==> config.mk <==
export PLATFORM = sky130hd
export DESIGN_NAME = spi_sram_target
export DESIGN_NICKNAME = d
export VERILOG_FILES = /design/src/rtl/spi_sram_target.sv
export SDC_FILE = /design/constraint.sdc
export NUM_CORES = 1
export LEC_CHECK = 0
export ABC_AREA = 1
export CELL_PAD_IN_SITES_DETAIL_PLACEMENT = 0
export CELL_PAD_IN_SITES_GLOBAL_PLACEMENT = 2
export CORE_MARGIN = 3
export CORE_UTILIZATION = 33
export DETAILED_ROUTE_END_ITERATION = 12
export GPL_ROUTABILITY_DRIVEN = 0
export HOLD_SLACK_MARGIN = 0.12
export PLACE_DENSITY_LB_ADDON = 0.25
export SYNTH_ARGS = -nofsm -noshare
export SYNTH_HDL_FRONTEND = slang
export SYNTH_SLANG_ARGS = --single-unit
==> constraint.sdc <==
create_clock -name clk -period 2 [get_ports clk]
set_input_delay 0.3 -clock clk [delete_from_list [all_inputs] [get_ports clk]]
set_output_delay 0.3 -clock clk [all_outputs]
set_load 0.02 [all_outputs]
==> src/rtl/spi_sram_target.sv <==
// spi_sram_target: SPI mode-0 responder that emulates a 23-series serial SRAM
// (READ/WRITE/RDMR/WRMR, sequential mode). SCLK/CE/SI are oversampled in the
// clk domain, and bytes are served through a byte-wide memory port.
module spi_sram_target #(
    parameter int         ADDR_W   = 23,
    parameter logic [7:0] MODE_RST = 8'h40
) (
    input  logic              clk,
    input  logic              reset,
    input  logic              sclk,
    input  logic              ce,
    input  logic              si,
    output logic              so,
    output logic [ADDR_W-1:0] mem_addr,
    output logic [7:0]        mem_wdata,
    output logic              mem_we,
    output logic              mem_re,
    input  logic [7:0]        mem_rdata,
    output logic              active,
    output logic              cmd_err
);

    typedef enum logic [2:0] {
        IDLE, CMD, ADDR, WR_DATA, RD_DATA, RDMR, WRMR, IGNORE
    } state_t;

    localparam logic [7:0] CMD_READ  = 8'h03;
    localparam logic [7:0] CMD_WRITE = 8'h02;
    localparam logic [7:0] CMD_RDMR  = 8'h05;
    localparam logic [7:0] CMD_WRMR  = 8'h01;

    // Synchronisers and edge-detect history.
    logic       sclk_s1, sclk_s2, sclk_d;
    logic       ce_s1, ce_s2;
    logic       si_s1, si_s2;
    logic [1:0] sync_ok;    // becomes all-ones once the synchronisers hold real pin values
    logic       armed;      // a deasserted ce has been seen since reset
    logic       rise, fall;

    // Transaction state.
    state_t            state, state_n;
    logic [2:0]        bit_cnt, bit_cnt_n;
    logic [1:0]        byte_cnt, byte_cnt_n;
    logic [ADDR_W-2:0] sh_in, sh_in_n;
    logic [7:0]        sh_out, sh_out_n;
    logic [ADDR_W-1:0] addr, addr_n;
    logic              is_read, is_read_n;
    logic [7:0]        pf_buf, pf_buf_n;
    logic [1:0]        rd_wait, rd_wait_n;   // countdown to the first read byte landing
    logic [1:0]        pf_wait, pf_wait_n;   // countdown to the prefetch byte landing
    logic              byte_done, byte_done_n;
    logic              seen_rise, seen_rise_n;
    logic [7:0]        mode_reg, mode_reg_n;
    logic              so_n, mem_we_n, mem_re_n, cmd_err_n;
    logic [ADDR_W-1:0] mem_addr_n;
    logic [7:0]        mem_wdata_n;

    logic [ADDR_W-1:0] shift_word;   // sh_in with the current si bit appended
    logic [7:0]        byte_in;

    assign rise       = sclk_s2 & ~sclk_d;
    assign fall       = ~sclk_s2 & sclk_d;
    assign active     = armed & ~ce_s2;
    assign shift_word = {sh_in, si_s2};
    assign byte_in    = shift_word[7:0];

    // Double-flop the SPI pins and track when a fresh transaction may start.
    always_ff @(posedge clk) begin
        // NOTE: every flop here uses <= so all registers update from pre-edge values.
        if (reset) begin
            sclk_s1 <= 1'b0;
            sclk_s2 <= 1'b0;
            sclk_d  <= 1'b0;
            ce_s1   <= 1'b1;
            ce_s2   <= 1'b1;
            si_s1   <= 1'b0;
            si_s2   <= 1'b0;
            sync_ok <= 2'b00;
            armed   <= 1'b0;
        end else begin
            sclk_s1 <= sclk;
            sclk_s2 <= sclk_s1;
            sclk_d  <= sclk_s2;
            ce_s1   <= ce;
            ce_s2   <= ce_s1;
            si_s1   <= si;
            si_s2   <= si_s1;
            sync_ok <= {sync_ok[0], 1'b1};
            armed   <= armed | (sync_ok[1] & ce_s2);
        end
    end

    // State and registered outputs.
    always_ff @(posedge clk) begin
        if (reset) begin
            state     <= IDLE;
            bit_cnt   <= '0;
            byte_cnt  <= '0;
            sh_in     <= '0;
            sh_out    <= '0;
            addr      <= '0;
            is_read   <= 1'b0;
            pf_buf    <= '0;
            rd_wait   <= '0;
            pf_wait   <= '0;
            byte_done <= 1'b0;
            seen_rise <= 1'b0;
            mode_reg  <= MODE_RST;
            so        <= 1'b0;
            mem_addr  <= '0;
            mem_wdata <= '0;
            mem_we    <= 1'b0;
            mem_re    <= 1'b0;
            cmd_err   <= 1'b0;
        end else begin
            state     <= state_n;
            bit_cnt   <= bit_cnt_n;
            byte_cnt  <= byte_cnt_n;
            sh_in     <= sh_in_n;
            sh_out    <= sh_out_n;
            addr      <= addr_n;
            is_read   <= is_read_n;
            pf_buf    <= pf_buf_n;
            rd_wait   <= rd_wait_n;
            pf_wait   <= pf_wait_n;
            byte_done <= byte_done_n;
            seen_rise <= seen_rise_n;
            mode_reg  <= mode_reg_n;
            so        <= so_n;
            mem_addr  <= mem_addr_n;
            mem_wdata <= mem_wdata_n;
            mem_we    <= mem_we_n;
            mem_re    <= mem_re_n;
            cmd_err   <= cmd_err_n;
        end
    end

    // Next-state, shifter and strobe logic.
    always_comb begin
        // NOTE: every signal gets its hold/idle value first so no path infers a latch.
        state_n     = state;
        bit_cnt_n   = bit_cnt;
        byte_cnt_n  = byte_cnt;
        sh_in_n     = sh_in;
        sh_out_n    = sh_out;
        addr_n      = addr;
        is_read_n   = is_read;
        pf_buf_n    = pf_buf;
        rd_wait_n   = rd_wait;
        pf_wait_n   = pf_wait;
        byte_done_n = byte_done;
        seen_rise_n = seen_rise;
        mode_reg_n  = mode_reg;
        so_n        = so;
        mem_addr_n  = mem_addr;
        mem_wdata_n = mem_wdata;
        mem_we_n    = 1'b0;
        mem_re_n    = 1'b0;
        cmd_err_n   = 1'b0;

        if (!active) begin
            // Deselected (or not yet re-armed after reset): drop everything in flight.
            state_n     = IDLE;
            bit_cnt_n   = '0;
            byte_cnt_n  = '0;
            rd_wait_n   = '0;
            pf_wait_n   = '0;
            byte_done_n = 1'b0;
            seen_rise_n = 1'b0;
            so_n        = 1'b0;
        end else begin
            case (state)
                IDLE: begin
                    so_n    = 1'b0;
                    state_n = CMD;
                end
                CMD: begin
                    so_n = 1'b0;
                    if (rise) begin
                        sh_in_n   = shift_word[ADDR_W-2:0];
                        bit_cnt_n = bit_cnt + 3'd1;
                        if (bit_cnt == 3'd7) begin
                            byte_cnt_n  = '0;
                            seen_rise_n = 1'b0;
                            byte_done_n = 1'b0;
                            case (byte_in)
                                CMD_READ:  begin state_n = ADDR; is_read_n = 1'b1; end
                                CMD_WRITE: begin state_n = ADDR; is_read_n = 1'b0; end
                                CMD_RDMR: begin
                                    state_n  = RDMR;
                                    sh_out_n = mode_reg;
                                    so_n     = mode_reg[7];
                                end
                                CMD_WRMR:  state_n = WRMR;
                                default: begin
                                    state_n   = IGNORE;
                                    cmd_err_n = 1'b1;
                                end
                            endcase
                        end
                    end
                end
                ADDR: begin
                    so_n = 1'b0;
                    if (rise) begin
                        sh_in_n   = shift_word[ADDR_W-2:0];
                        bit_cnt_n = bit_cnt + 3'd1;
                        if (bit_cnt == 3'd7) begin
                            byte_cnt_n = byte_cnt + 2'd1;
                            if (byte_cnt == 2'd2) begin
                                addr_n = shift_word;
                                if (is_read) begin
                                    state_n    = RD_DATA;
                                    mem_re_n   = 1'b1;
                                    mem_addr_n = shift_word;
                                    rd_wait_n  = 2'd2;
                                end else begin
                                    state_n = WR_DATA;
                                end
                            end
                        end
                    end
                end
                WR_DATA: begin
                    so_n = 1'b0;
                    if (rise) begin
                        sh_in_n   = shift_word[ADDR_W-2:0];
                        bit_cnt_n = bit_cnt + 3'd1;
                        if (bit_cnt == 3'd7) begin
                            mem_we_n    = 1'b1;
                            mem_addr_n  = addr;
                            mem_wdata_n = byte_in;
                            addr_n      = addr + ADDR_W'(1);
                        end
                    end
                end
                RD_DATA: begin
                    if (pf_wait == 2'd2) begin
                        pf_wait_n = 2'd1;
                    end else if (pf_wait == 2'd1) begin
                        pf_wait_n = 2'd0;
                        pf_buf_n  = mem_rdata;
                    end
                    if (rd_wait == 2'd2) begin
                        rd_wait_n = 2'd1;
                    end else if (rd_wait == 2'd1) begin
                        rd_wait_n  = 2'd0;
                        sh_out_n   = mem_rdata;
                        so_n       = mem_rdata[7];
                        mem_re_n   = 1'b1;
                        mem_addr_n = addr + ADDR_W'(1);
                        pf_wait_n  = 2'd2;
                    end
                    if (rise) begin
                        seen_rise_n = 1'b1;
                        bit_cnt_n   = bit_cnt + 3'd1;
                        if (bit_cnt == 3'd7) byte_done_n = 1'b1;
                    end else if (fall) begin
                        if (byte_done) begin
                            byte_done_n = 1'b0;
                            sh_out_n    = pf_buf;
                            so_n        = pf_buf[7];
                            addr_n      = addr + ADDR_W'(1);
                            mem_re_n    = 1'b1;
                            mem_addr_n  = addr + ADDR_W'(2);
                            pf_wait_n   = 2'd2;
                        end else if (seen_rise) begin
                            sh_out_n = {sh_out[6:0], 1'b0};
                            so_n     = sh_out[6];
                        end
                    end
                end
                RDMR: begin
                    if (rise) begin
                        seen_rise_n = 1'b1;
                        bit_cnt_n   = bit_cnt + 3'd1;
                        if (bit_cnt == 3'd7) byte_done_n = 1'b1;
                    end else if (fall) begin
                        if (byte_done) begin
                            byte_done_n = 1'b0;
                            sh_out_n    = mode_reg;
                            so_n        = mode_reg[7];
                        end else if (seen_rise) begin
                            sh_out_n = {sh_out[6:0], 1'b0};
                            so_n     = sh_out[6];
                        end
                    end
                end
                WRMR: begin
                    so_n = 1'b0;
                    if (rise) begin
                        sh_in_n   = shift_word[ADDR_W-2:0];
                        bit_cnt_n = bit_cnt + 3'd1;
                        if (bit_cnt == 3'd7) begin
                            mode_reg_n = byte_in;
                            state_n    = IGNORE;
                        end
                    end
                end
                default: begin
                    so_n = 1'b0;
                end
            endcase
        end
    end

endmodule

* Yosys cells after proc, flatten, opt, wreduce, memory -nomap -nowiden
Index checks and enable logic that the tools add are counted.
** Storage, ports and cells
- Bits in registers :: 129
- Output and inout bits :: 36
** Operators by class
- $add $sub $neg :: 4
- Equality and inequality tests :: 37
- Muxes and demuxes :: 100
- Bitwise logic cells :: 14
- Reductions and logical operators :: 31
** Operator list (number)
- 23-bit two-way mux :: 19
- 23-bit one-hot mux with 3 select lines :: 2
- 8-bit two-way mux :: 13
- 2-bit two-way mux :: 17
- 2-bit != test (second input constant) :: 16
- 1-bit two-way mux :: 31
- 3-bit two-way mux :: 8
- 8-bit one-hot mux with 3 select lines :: 1
- 8-bit AND reduction :: 3
- 23-bit by 1-bit adder with 23-bit output (second input constant) :: 1
- 23-bit by 2-bit adder with 23-bit output (second input constant) :: 1
- 8-bit by 2-bit equality test with 1-bit output (second input constant) :: 2
- 4-bit AND reduction :: 4
- 5-bit AND reduction :: 3
- 3-bit equality test (second input constant) :: 4
- 3-bit one-hot mux with 4 select lines :: 1
- 4-bit OR reduction :: 3
- 10-bit AND reduction :: 1
- 1-bit inverter :: 9
- 3-bit one-hot mux with 3 select lines :: 1
- 8-bit by 1-bit equality test with 1-bit output (second input constant) :: 1
- 8-bit by 3-bit equality test with 1-bit output (second input constant) :: 1
- 1-bit one-hot mux with 2 select lines :: 4
- 2-bit one-hot mux with 2 select lines :: 2
- 23 further kinds :: 38

* Depth between registers and ports, before layout
Gate-level depths: netlist of the first run.
- Word-level depth :: 8
- Mapped depth :: 14
- Mapped depth without buffers :: 12

* Least setup slack after synthesis of the first run
Ideal clock, no wire load.
- Path kind :: register -> register
- Start :: register addr[2]
- End :: register mem_addr[17]
- Data arrival time :: 1619 ps
- Path slack :: 315 ps
- Cell stages (with the launch flop) :: 12
- Clock period less this slack :: 1685 ps
- Path through :: dfxtp_1 ha_1 inv_1 nor2_2 nand2_1 nor2_2 nand2_1 xor2_1 nand2_1 nand2_1 nand2_1 a21oi_2
** Between the ends
- Cells in the longest elaborated chain, start to end :: 7
** RTL lines
- start: declaration :: RTL line 46 : logic [ADDR_W-1:0] addr, addr_n;
- start signal: assignment :: RTL line 121 : addr <= addr_n;
- 23-bit by 1-bit adder with 23-bit output :: RTL line 251 : mem_addr_n = addr + ADDR_W'(1);
- 23-bit two-way mux :: RTL line 246 : end else if (rd_wait == 2'd1) begin
- 23-bit two-way mux :: RTL line 244 : if (rd_wait == 2'd2) begin
- 23-bit two-way mux :: RTL line 259 : if (byte_done) begin
- 23-bit two-way mux :: RTL line 258 : end else if (fall) begin
- 23-bit two-way mux * :: RTL line 254 : if (rise) begin
- 23-bit one-hot mux with 3 select lines * :: RTL line 172 : case (state)
- end signal: assignment :: RTL line 130 : mem_addr <= mem_addr_n;
- end: declaration :: RTL line 14 : output logic [ADDR_W-1:0] mem_addr,
Mark *: on every way between the ends. The rest lies on a longest branch, timed or not.
A chain may end at the register's enable or synchronous reset.

* Final worst setup path of the first run
- Start :: register sclk_s2
- End :: register addr[20]
** Between the ends
- Cells in the longest elaborated chain, start to end :: 4
** RTL lines
- start: declaration :: RTL line 33 : logic sclk_s1, sclk_s2, sclk_d;
- start signal: assignment :: RTL line 82 : sclk_s2 <= sclk_s1;
- 1-bit inverter :: RTL line 62 : assign fall = ~sclk_s2 & sclk_d;
- 1-bit AND :: RTL line 62
- 2-bit != test (no source line)
- 10-bit AND reduction (no source line) *
Marks and branches as above.

==> summary.md, run 1 <==
| Metric | Value |
|---|---|
| Row Count | `53` |
| Post-synthesis xor/xnor area fraction | `0.0216` |
| Drt wl/cell | `16.7 um` |
| Final Setup Violations | `0` |
| Cell mode on critical path | `nor2_1` |
| Synth Cell Area | `0.00730 mm2` |
| Clock power frac | `0.537` |
| CP required | `between 2 and 2.5 ns` |
| Critical Path Start Type | `flop` |
| Hold WC Path Type | `input pin to flop` |
| Logic pwr share | `0.020` |
| Layout cells sized above 1 | `0.146` |
| Clock Path Buffers | `2` |
| Via Count | `7293` |
| Insertion delay to the later sink of the worst-skew pair | `between 0.4 and 0.5 ns` |
| N_diodes | `0` |
| Synthesized net count | `~1100` |
| Largest family of logic cells by synthesized area | `simple AND/OR/NAND/NOR gates` |
| Via density | `between 4 and 5` |
| MaxCap Viol Count | `0` |
| Slew Viols, Final | `0` |
| Biggest regs | `addr: 23 flops, mem_addr: 23 flops, sh_in: 22 flops` |
| P_int | `4.44 mW` |
| CTS tree | `yes` |
| Switching pwr | `roughly 1.4 mW` |
| Seq cells post-synth | `128` |
| Clk_skew | `0.0108 ns` |
| Ranking of synthesized cells by area | `dfxtp_1 (35%), nand2_1 (11%), o21ai_0 (10%)` |
| Final setup TNS | `0 ns` |
| Top_reg_cell synth | `dfxtp_1` |
| Hold Crit Start | `sclk` |
| Seq pwr share | `0.442` |
| Overall Global Routing Usage | `0.205` |
| Slowest stage delay, CP | `0.30 ns` |
| Cell count after synthesis | `1104` |
| Mean Syn Cell Area | `6.61 um2` |
| I/O Buffers | `48` |
| Unique masters post-synth | `47` |
| Critical Path Start | `sclk_s2` |
| VDD IR max | `0.496 mV` |
| Area leader, netlist | `dfxtp_1` |
| Kind of critical path | `flop to flop` |
| Final wirelength | `24.5 mm` |
| Area fraction of the dominant cell type after synthesis | `0.351` |
| Highest Clock Rate | `547 MHz` |
| Critical-path top delay cell | `dfxtp_1` |
| CTS root buffer | `clkbuf_16` |
| Share of the yosys chip area belonging to registers | `0.351` |
| Crit-path cells | `inv_2 -> nand2_1 -> nor2_1 -> inv_1 -> nand2_2 -> nand3_1 -> nor2_1 -> buf_12 -> o21ai_0 -> a31oi_1` |
| Layout Nets | `1199` |
| Post-DP HPWL | `between 15 and 20 mm` |
| Final critical-path share of the clock period | `0.915` |
| Worst-path fanout max | `21` |
| Global-route wire length before repair | `38.8 mm` |
| Initial antenna violation count | `0` |
| Pwr dens | `between 600 and 700 mW/mm2` |
| Leakage power | `~3.5 nW` |
| RSZ-0062 raised after global routing | `false` |
| Post-synth EDFFs | `0` |
| Most frequent cells after synthesis | `nand2_1 (210), nor2_1 (151), o21ai_0 (148)` |
| Drt pass-1 iters | `5` |
| Iter 0 DRT Violations | `622` |
| Worst rel slew slack | `0.659` |
| Antenna Nets Post-Route | `0` |
| CTS sink cnt | `128` |
| Area grow syn2layout | `23.2%` |
| Worst-Margin Slew | `0.509 ns` |
| Core area | `~0.021 mm2` |
| Synth Area in Adders | `0.0120` |
| Die Y | `155 um` |
| Cts bufs inserted | `17` |
| Final Hold Fails | `0` |
| Crit end category | `flop` |
| Top Ports | `a little under 50` |
| Reg-to-Reg Start | `sclk_s2` |
| Outcome | `completed` |
| H-Tree Depth | `4` |
| Post-synthesis compound-gate area fraction | `0.225` |
| Clock transition at path regs | `0.06 ns` |
| Mux cell area share after synthesis | `0` |
| Initial core utilization | `0.342` |
| CP arrival | `2.19 ns` |
| Post-synth ARST share | `0` |
| Switch share | `0.233` |
| Setup bufs post-CTS | `0` |
| Drt drc | `0` |
| FF-to-FF path depth | `10` |
| Fillers | `2305` |
| Largest net degree at the start of global routing | `49` |
| Die area | `~0.024 mm2` |
| Synth Area in Simple Gates | `0.292` |
| Die Width | `155 um` |
| Warning count from the yosys run | `0` |
| Remaining global-route overflow | `0` |
| Count leader, synth | `nand2_1` |
| Final Core Density | `0.421` |
| Minimum clock period | `1.83 ns` |
| Vias in the first global route | `around 7000` |
| WHS Path Cells | `3` |
## cells in the final DEF, fill, tap and decap left out, drive strengths merged
| cell type | Yosys | routed |
|---|---|---|
| a211oi | 3 | 3 |
| a221oi | 1 | 1 |
| a31oi | 4 | 4 |
| xnor2 | 1 | 1 |
| o31ai | 1 | 1 |
| o21ai | 171 | 171 |
| nand3 | 41 | 41 |
| nor2 | 171 | 171 |
| clkdlybuf4s50 | 0 | 47 |
| nand2b | 1 | 1 |
| o21bai | 2 | 2 |
| nand2 | 222 | 222 |
| a22oi | 7 | 7 |
| nor4 | 1 | 1 |
| nand4 | 7 | 7 |
| clkbuf | 27 | 19 |
| o211ai | 6 | 6 |
| nand3b | 1 | 1 |
| clkinvlp | 0 | 2 |
| inv | 114 | 116 |
| ha | 7 | 7 |
| or2 | 5 | 5 |
| o2111ai | 1 | 1 |
| dfxtp | 128 | 128 |
| nor3 | 29 | 29 |
| bufinv | 0 | 2 |
| buf | 27 | 62 |
| o22ai | 1 | 1 |
| a21oi | 103 | 103 |
| clkinv | 1 | 7 |
| o221ai | 4 | 4 |
| xor2 | 17 | 17 |
| dlygate4sd2 | 0 | 1 |
## through the flow
step	hold slack, ns	power (mW)	setup WS [ns]	instances	instance area (um2)
after CTS	0.370	5.85	0.0416	1466	8950
after global routing	0.406	5.97	0.00951	1466	9000
after global placement	0.391	2.74	0.125	1435	8390
final	0.381	5.79	0.171	1466	9000
after floorplan	0.388	2.68	0.315	1104	7300
after detailed placement	0.395	2.74	0.0594	1435	8390
## what timing repair did
| item | 4_1_cts | 5_1_grt |
|---|---|---|
| hold buffers | 0 | 0 |
| pin swaps | 0 | 0 |
| endpoints found under the setup margin | 1 | 35 |
| resized for setup | 1 | 14 |
## cell type report
cell class | instances | area [um2] | area share
clock buffer | 19 | 433 | 0.0481
clock inverter | 12 | 138 | 0.0153
inverter | 115 | 442 | 0.0491
multi-input combinational | 807 | 4050 | 0.451
sequential | 128 | 2570 | 0.285
tap | 275 | 344 | 0.0382
timing repair buffer | 110 | 1020 | 0.113
## layer usage
layer	global-route usage	vias up	wire (um)
met5	0	-	0
met4	0.0488	0	275
met3	0.0361	23	1110
met2	0.302	157	10200
met1	0.310	3341	12900
li1	-	3772	-
## cell families after synthesis
family,count (synthesis)
simple gates,478
fa+ha+maj,7
compound gates,304
buf+inv,169
flops,128
xor+xnor,18
## critical path: cells and delay by family, from the launching register on
kind | cells | cell delay, ns
simple gates | 5 | 0.83
buf+inv | 3 | 0.37
flops | 1 | 0.30
compound gates | 2 | 0.24
## power by group through the flow
| stage | logic [mW] | registers (mW) | clock network (mW) |
|---|---|---|---|
| after detailed placement | 0.117 | 2.62 | 0 |
| final | 0.116 | 2.56 | 3.11 |
| after global routing | 0.129 | 2.56 | 3.28 |
| after global placement | 0.117 | 2.62 | 0 |
| after CTS | 0.118 | 2.56 | 3.17 |
| after floorplan | 0.0591 | 2.62 | 0 |
## path summary, 6_finish.rpt
| kind | end | slack (ns) |
|---|---|---|
| max | addr[20] | 0.17 |
| min | sclk_s1 | 0.38 |
| max reg2reg | addr[20] | 0.17 |
| min reg2reg | si_s2 | 0.40 |
(Power assumes the default switching activity.)
==> inputs of run 2 (changes only) <==
Settings changed: HOLD_SLACK_MARGIN 0.12 to 0.02, PLACE_DENSITY_LB_ADDON 0.25 to 0.1, SETUP_SLACK_MARGIN set to 0.1.
==> run 2 against run 1 <==
  * Total power grew 0.42%
  * Via count rose by 0.53%
  * Maximum frequency rose by 1.7%
  * First-iteration DRC count decreased by 25%
  * Critical endpoint is now mem_addr[11]
==> summary.md, run 2 (synthesis results as in run 1) <==
| Metric | Value |
|---|---|
| N_diodes | `0` |
| Vias in the first global route | `7004` |
| Worst-Margin Slew | `0.517 ns` |
| Die Width | `155 um` |
| Die Y | `between 150 and 200 um` |
| Hold Buf Count CTS | `0` |
| Final Hold Fails | `0` |
| Worst rel slew slack | `0.654` |
| VDD IR max | `0.509 mV` |
| Hold Crit Start | `sclk` |
| Largest net degree at the start of global routing | `59` |
| Worst setup margin | `0.201 ns` |
| Drt wl/cell | `around 17 um` |
| Commonest non-fill, non-tap cell in the layout | `nand2_1` |
| FF-to-FF path depth | `11` |
| Post-Place Setup Slack | `roughly 0.093 ns` |
| Clk_skew | `0.00830 ns` |
| Pwr dens | `636 mW/mm2` |
| Drt pass-1 iters | `5` |
| Leakage power | `3.53 nW` |
| Final Setup Violations | `0` |
| Final critical-path share of the clock period | `0.899` |
| Insertion delay to the later sink of the worst-skew pair | `0.43 ns` |
| Area grow syn2layout | `25.3%` |
| WHS | `0.385 ns` |
| Most frequent cells in the layout | `nand2_1 (204), nor2_1 (144), o21ai_0 (142)` |
| Slew Viols, Final | `0` |
| Cts bufs inserted | `17` |
| Iter 0 DRT Violations | `464` |
| Top Layer Used | `met4` |
| Antenna Nets Post-Route | `0` |
| Metal-1 WL | `13.2 mm` |
| Final wirelength | `24.9 mm` |
| Layout cells sized above 1 | `0.170` |
| Initial core utilization | `0.342` |
| Kind of critical path | `flop to flop` |
| Clock transition at path regs | `0.07 ns` |
| Core area | `0.0214 mm2` |
| Clock Path Buffers | `2` |
| DR WL met2 | `10.2 mm` |
| Initial antenna violation count | `0` |
| CP required | `approximately 2.3 ns` |
| Hold WC Path Type | `input pin to flop` |
| RSZ-0062 raised after global routing | `true` |
| WL met3 | `1.13 mm` |
| Reg-to-Reg Start | `addr[1]` |
| Critical Path Start Type | `flop` |
| Final setup TNS | `0 ns` |
| Die area | `0.0239 mm2` |
| Biggest regs | `addr: 23 flops, mem_addr: 23 flops, sh_in: 22 flops` |
| Highest Clock Rate | `approximately 560 MHz` |
| Layout Nets | `1210` |
| Worst R2R End | `mem_addr[11]` |
| WHS Endpoint | `sclk_s1` |
| Post-DP HPWL | `approximately 18 mm` |
| WHS Path Cells | `3` |
| Top Ports | `around 50` |
| CP arrival | `between 2 and 2.5 ns` |
| MaxCap Viol Count | `0` |
| Global-route wire length before repair | `between 30 and 40 mm` |
| Overall Global Routing Usage | `0.211` |
| Via density | `between 4 and 5` |
| CTS root buffer | `clkbuf_16` |
| Via Count | `7332` |
| Worst-path fanout max | `5` |
| I/O Buffers | `48` |
| Row Count | `53` |
| Outcome | `completed` |
| Remaining global-route overflow | `0` |
| Reg-to-reg setup timing slack | `0.20 ns` |
| Minimum clock period | `1.80 ns` |
| Pwr Total | `around 5.8 mW` |
| Crit end category | `flop` |
| Drt drc | `0` |
| H-Tree Depth | `4` |
| CTS sink cnt | `approximately 130` |
| CTS tree | `yes` |
run 2: cell count changes in the layout (fill, tap and decap cells not counted), sizes merged:
cell / delta
clkbuf: -2
inv: +5
clkinv: -1
buf: +11
bufinv: -1
dlymetal6s2s: +1
dlygate4sd2: -1
run 2: metrics by stage:
stage | cell area, um2 | instances | utilization
after floorplan | 7300 | 1104 | -
after global placement | 8460 | 1445 | 0.396
after detailed placement | 8460 | 1445 | 0.396
after CTS | 9050 | 1477 | 0.424
after global routing | 9150 | 1478 | 0.429
final | 9150 | 1478 | 0.429
run 2: worst max-delay path, stage by stage, from the launching register on:
cell	delay [ns]
dfxtp_2	0.36
ha_2	0.20
inv_1	0.06
nor2_2	0.10
buf_4	0.17
nand2_2	0.09
buf_4	0.16
nor2_1	0.12
xor2_1	0.16
o21ai_0	0.08
o21ai_1	0.12
a21oi_2	0.07
run 2: report_power, final:
group          switching [mW]  internal, mW  leakage, nW
combinational          0.0697        0.0522         2.21
clock                    1.38          1.75        0.279
sequential            0.00356          2.56         1.04
run 2: cell type report:
| class | instances | area (um2) |
|---|---|---|
| Timing Repair Buffer | 121 | 1110 |
| Sequential cell | 128 | 2570 |
| Fill cell | 2318 | 12200 |
| Multi-Input combinational cell | 807 | 4110 |
| Clock buffer | 17 | 425 |
| Tap cell | 275 | 344 |
| Inverter | 115 | 442 |
| Clock inverter | 15 | 151 |
run 2: worst max path at each step:
stage,cells past startpoint,start,endpoint
floorplan,11,addr[2],mem_addr[17]
global placement,9,addr[1],mem_addr[14]
detailed placement,9,bit_cnt[0],addr[21]
CTS,9,bit_cnt[0],addr[21]
global route,12,addr[0],mem_addr[16]
finish,11,addr[1],mem_addr[11]
run 2: repair_timing:
item,4_1_cts,5_1_grt
setup buffers,0,1
setup endpoints to repair,15,80
pin swaps,0,4
gates resized for setup,5,36
run 2: routing by layer:
metal  track usage  vias up
li1              -     3786
met1         0.326     3363
met2         0.304      161
met3        0.0327       22
met4        0.0496        0
met5             0        -
==> inputs of run 3 (changes only) <==
Settings changed: SETUP_SLACK_MARGIN 0.1 to not set.
==> run 3 against run 2 <==
  * Worst setup slack worse by 0.050 ns
  * First-iteration DRC count down 6.7%
  * Maximum frequency shrank 2.7%
  * Clock-buffer cell count is the same
  * Sequential cell count stayed put
  * Design area down 0.79%
  * Non-clock buffer count fell by 1
  * Wire length is 0.57% lower
  * Sequential power is essentially flat
  * Register-to-register slack lost 0.03 ns
  * Via count down 0.68%
==> summary.md, run 3 (synthesis results as in run 1) <==
| Metric | Value |
|---|---|
| Layout cells sized above 1 | `0.156` |
| H-Tree Depth | `4` |
| Worst-path fanout max | `3` |
| Initial core utilization | `0.342` |
| Pwr Total | `between 5 and 6 mW` |
| WHS Path Cells | `3` |
| Biggest regs | `addr: 23 flops, mem_addr: 23 flops, sh_in: 22 flops` |
| CTS tree | `yes` |
| Layout Nets | `~1200` |
| Highest Clock Rate | `approximately 540 MHz` |
| Largest net degree at the start of global routing | `59` |
| WHS Endpoint | `sclk_s1` |
| CTS root buffer | `clkbuf_16` |
| Area grow syn2layout | `24.3%` |
| Hold Crit Start | `sclk` |
| Post-DP HPWL | `17.9 mm` |
| Die area | `0.0239 mm2` |
| CP arrival | `1.55 ns` |
| Remaining global-route overflow | `0` |
| Commonest non-fill, non-tap cell in the layout | `nand2_1` |
| Initial antenna violation count | `0` |
| Reg-to-reg setup timing slack | `approximately 0.17 ns` |
| Worst-Margin Slew | `0.513 ns` |
| Slowest stage delay, CP | `0.63 ns` |
| FF-to-FF path depth | `10` |
| Area post-placement | `0.00846 mm2` |
| Final Setup Violations | `0` |
| Outcome | `completed` |
| Minimum clock period | `1.85 ns` |
| Worst path buffer plus inverter count | `2` |
| RSZ-0062 raised after global routing | `false` |
| Final wirelength | `24.7 mm` |
| MaxCap Viol Count | `0` |
| Post-Layout Inst Area | `0.00908 mm2` |
| Via Count | `7282` |
| Top Ports | `49` |
| Crit-path cells | `inv_1 -> nor2_2 -> clkdlybuf4s50_1` |
| Fin cells | `1477` |
| Worst rel slew slack | `0.657` |
| Drt drc | `0` |
| Pwr dens | `641 mW/mm2` |
| Critical-path top delay cell | `clkdlybuf4s50_1` |
| CTS sink cnt | `128` |
| Via density | `just under 5` |
| CP required | `between 1.5 and 2 ns` |
| Cts bufs inserted | `17` |
| Worst R2R End | `mem_addr[11]` |
| Fillers | `2322` |
| Final critical-path share of the clock period | `0.924` |
| N_diodes | `0` |
| Die Width | `155 um` |
| Leakage power | `3.49 nW` |
| Slew Viols, Final | `0` |
| Hold WC Path Type | `input pin to flop` |
| Clock Path Buffers | `2` |
| Hold Buf Count CTS | `0` |
| Reg-to-Reg Start | `addr[3]` |
| Crit end category | `primary output` |
| I/O Buffers | `48` |
| Vias in the first global route | `around 7000` |
| Iter 0 DRT Violations | `433` |
| Core area | `0.0214 mm2` |
| Cell family with most CP delay | `buffers and inverters` |
| Antenna Nets Post-Route | `0` |
| Die Y | `155 um` |
| Overall Global Routing Usage | `0.211` |
| Cell total after placement | `1445` |
| Most frequent cells in the layout | `nand2_1 (207), nor2_1 (149), o21ai_0 (145)` |
| VDD IR max | `roughly 0.5 mV` |
| Kind of critical path | `flop to primary output` |
| Global-route wire length before repair | `39.9 mm` |
| Final Hold Fails | `0` |
| Drt pass-1 iters | `5` |
| Row Count | `53` |
| Critical Path Start Type | `flop` |
| Drt wl/cell | `16.7 um` |
| Final setup TNS | `0 ns` |
| Insertion delay to the later sink of the worst-skew pair | `~0.43 ns` |
| Clk_skew | `0.00962 ns` |
| Clock transition at path regs | `0.07 ns` |
==> run 3: cell types whose count changed in the layout (fill, tap and decap cells not counted), sizes merged <==
cell	delta
clkdlybuf4s50	+1
dlymetal6s2s	-1
buf	-1
==> run 3: how the worst max path moves through the flow <==
stage               startpoint           end  slack (ns)  cells after the start
floorplan              addr[2]  mem_addr[17]        0.31                     11
global placement       addr[1]  mem_addr[14]         0.1                      9
detailed placement  bit_cnt[0]      addr[21]        0.09                      9
CTS                 bit_cnt[0]      addr[21]        0.05                      9
global route           addr[1]   mem_addr[9]       0.005                     12
finish                   armed        active        0.15                      3
==> run 3: stage by stage <==
step                utilization  hold slack (ns)  setup WS (ns)
finish                    0.425            0.383          0.152
detailed placement        0.396            0.395         0.0932
floorplan                     -            0.388          0.315
CTS                       0.423            0.366         0.0481
global placement          0.396            0.390         0.0951
global route              0.425            0.390        0.00466
==> run 3: metal layers <==
metal | wire length (um) | track usage | share of wire | up-vias
met4 | 307 | 0.0496 | 0.012 | 0
met3 | 860 | 0.0327 | 0.035 | 23
li1 | - | - | - | 3796
met5 | 0 | 0 | 0 | -
met1 | 13400 | 0.327 | 0.54 | 3339
met2 | 10100 | 0.304 | 0.41 | 124
==> run 3: what timing repair did <==
item | CTS | global route
gates resized for setup | 0 | 17
endpoints found under the setup margin | 0 | 53
setup buffers | 0 | 0
==> run 3: layout make-up <==
| class | count | area [um2] | share of cell area |
|---|---|---|---|
| multi-input cells | 807 | 4050 | 0.446 |
| flip-flops and latches | 128 | 2570 | 0.283 |
| repair buffers | 120 | 1100 | 0.121 |
| inverters | 115 | 442 | 0.0487 |
| clock buffers | 17 | 425 | 0.0469 |
| well taps | 275 | 344 | 0.0379 |
| clock inverters | 15 | 151 | 0.0167 |
==> run 3: where the power goes <==
group,switching (mW),internal [mW]
sequential,0.00357,2.56
clock,1.38,1.75
combinational,0.0697,0.0523
==> run 3: worst min-delay path: stages <==
cell and delay, ns:
clkdlybuf4s50_1 0.39, inv_1 0.05, nor2_1 0.03
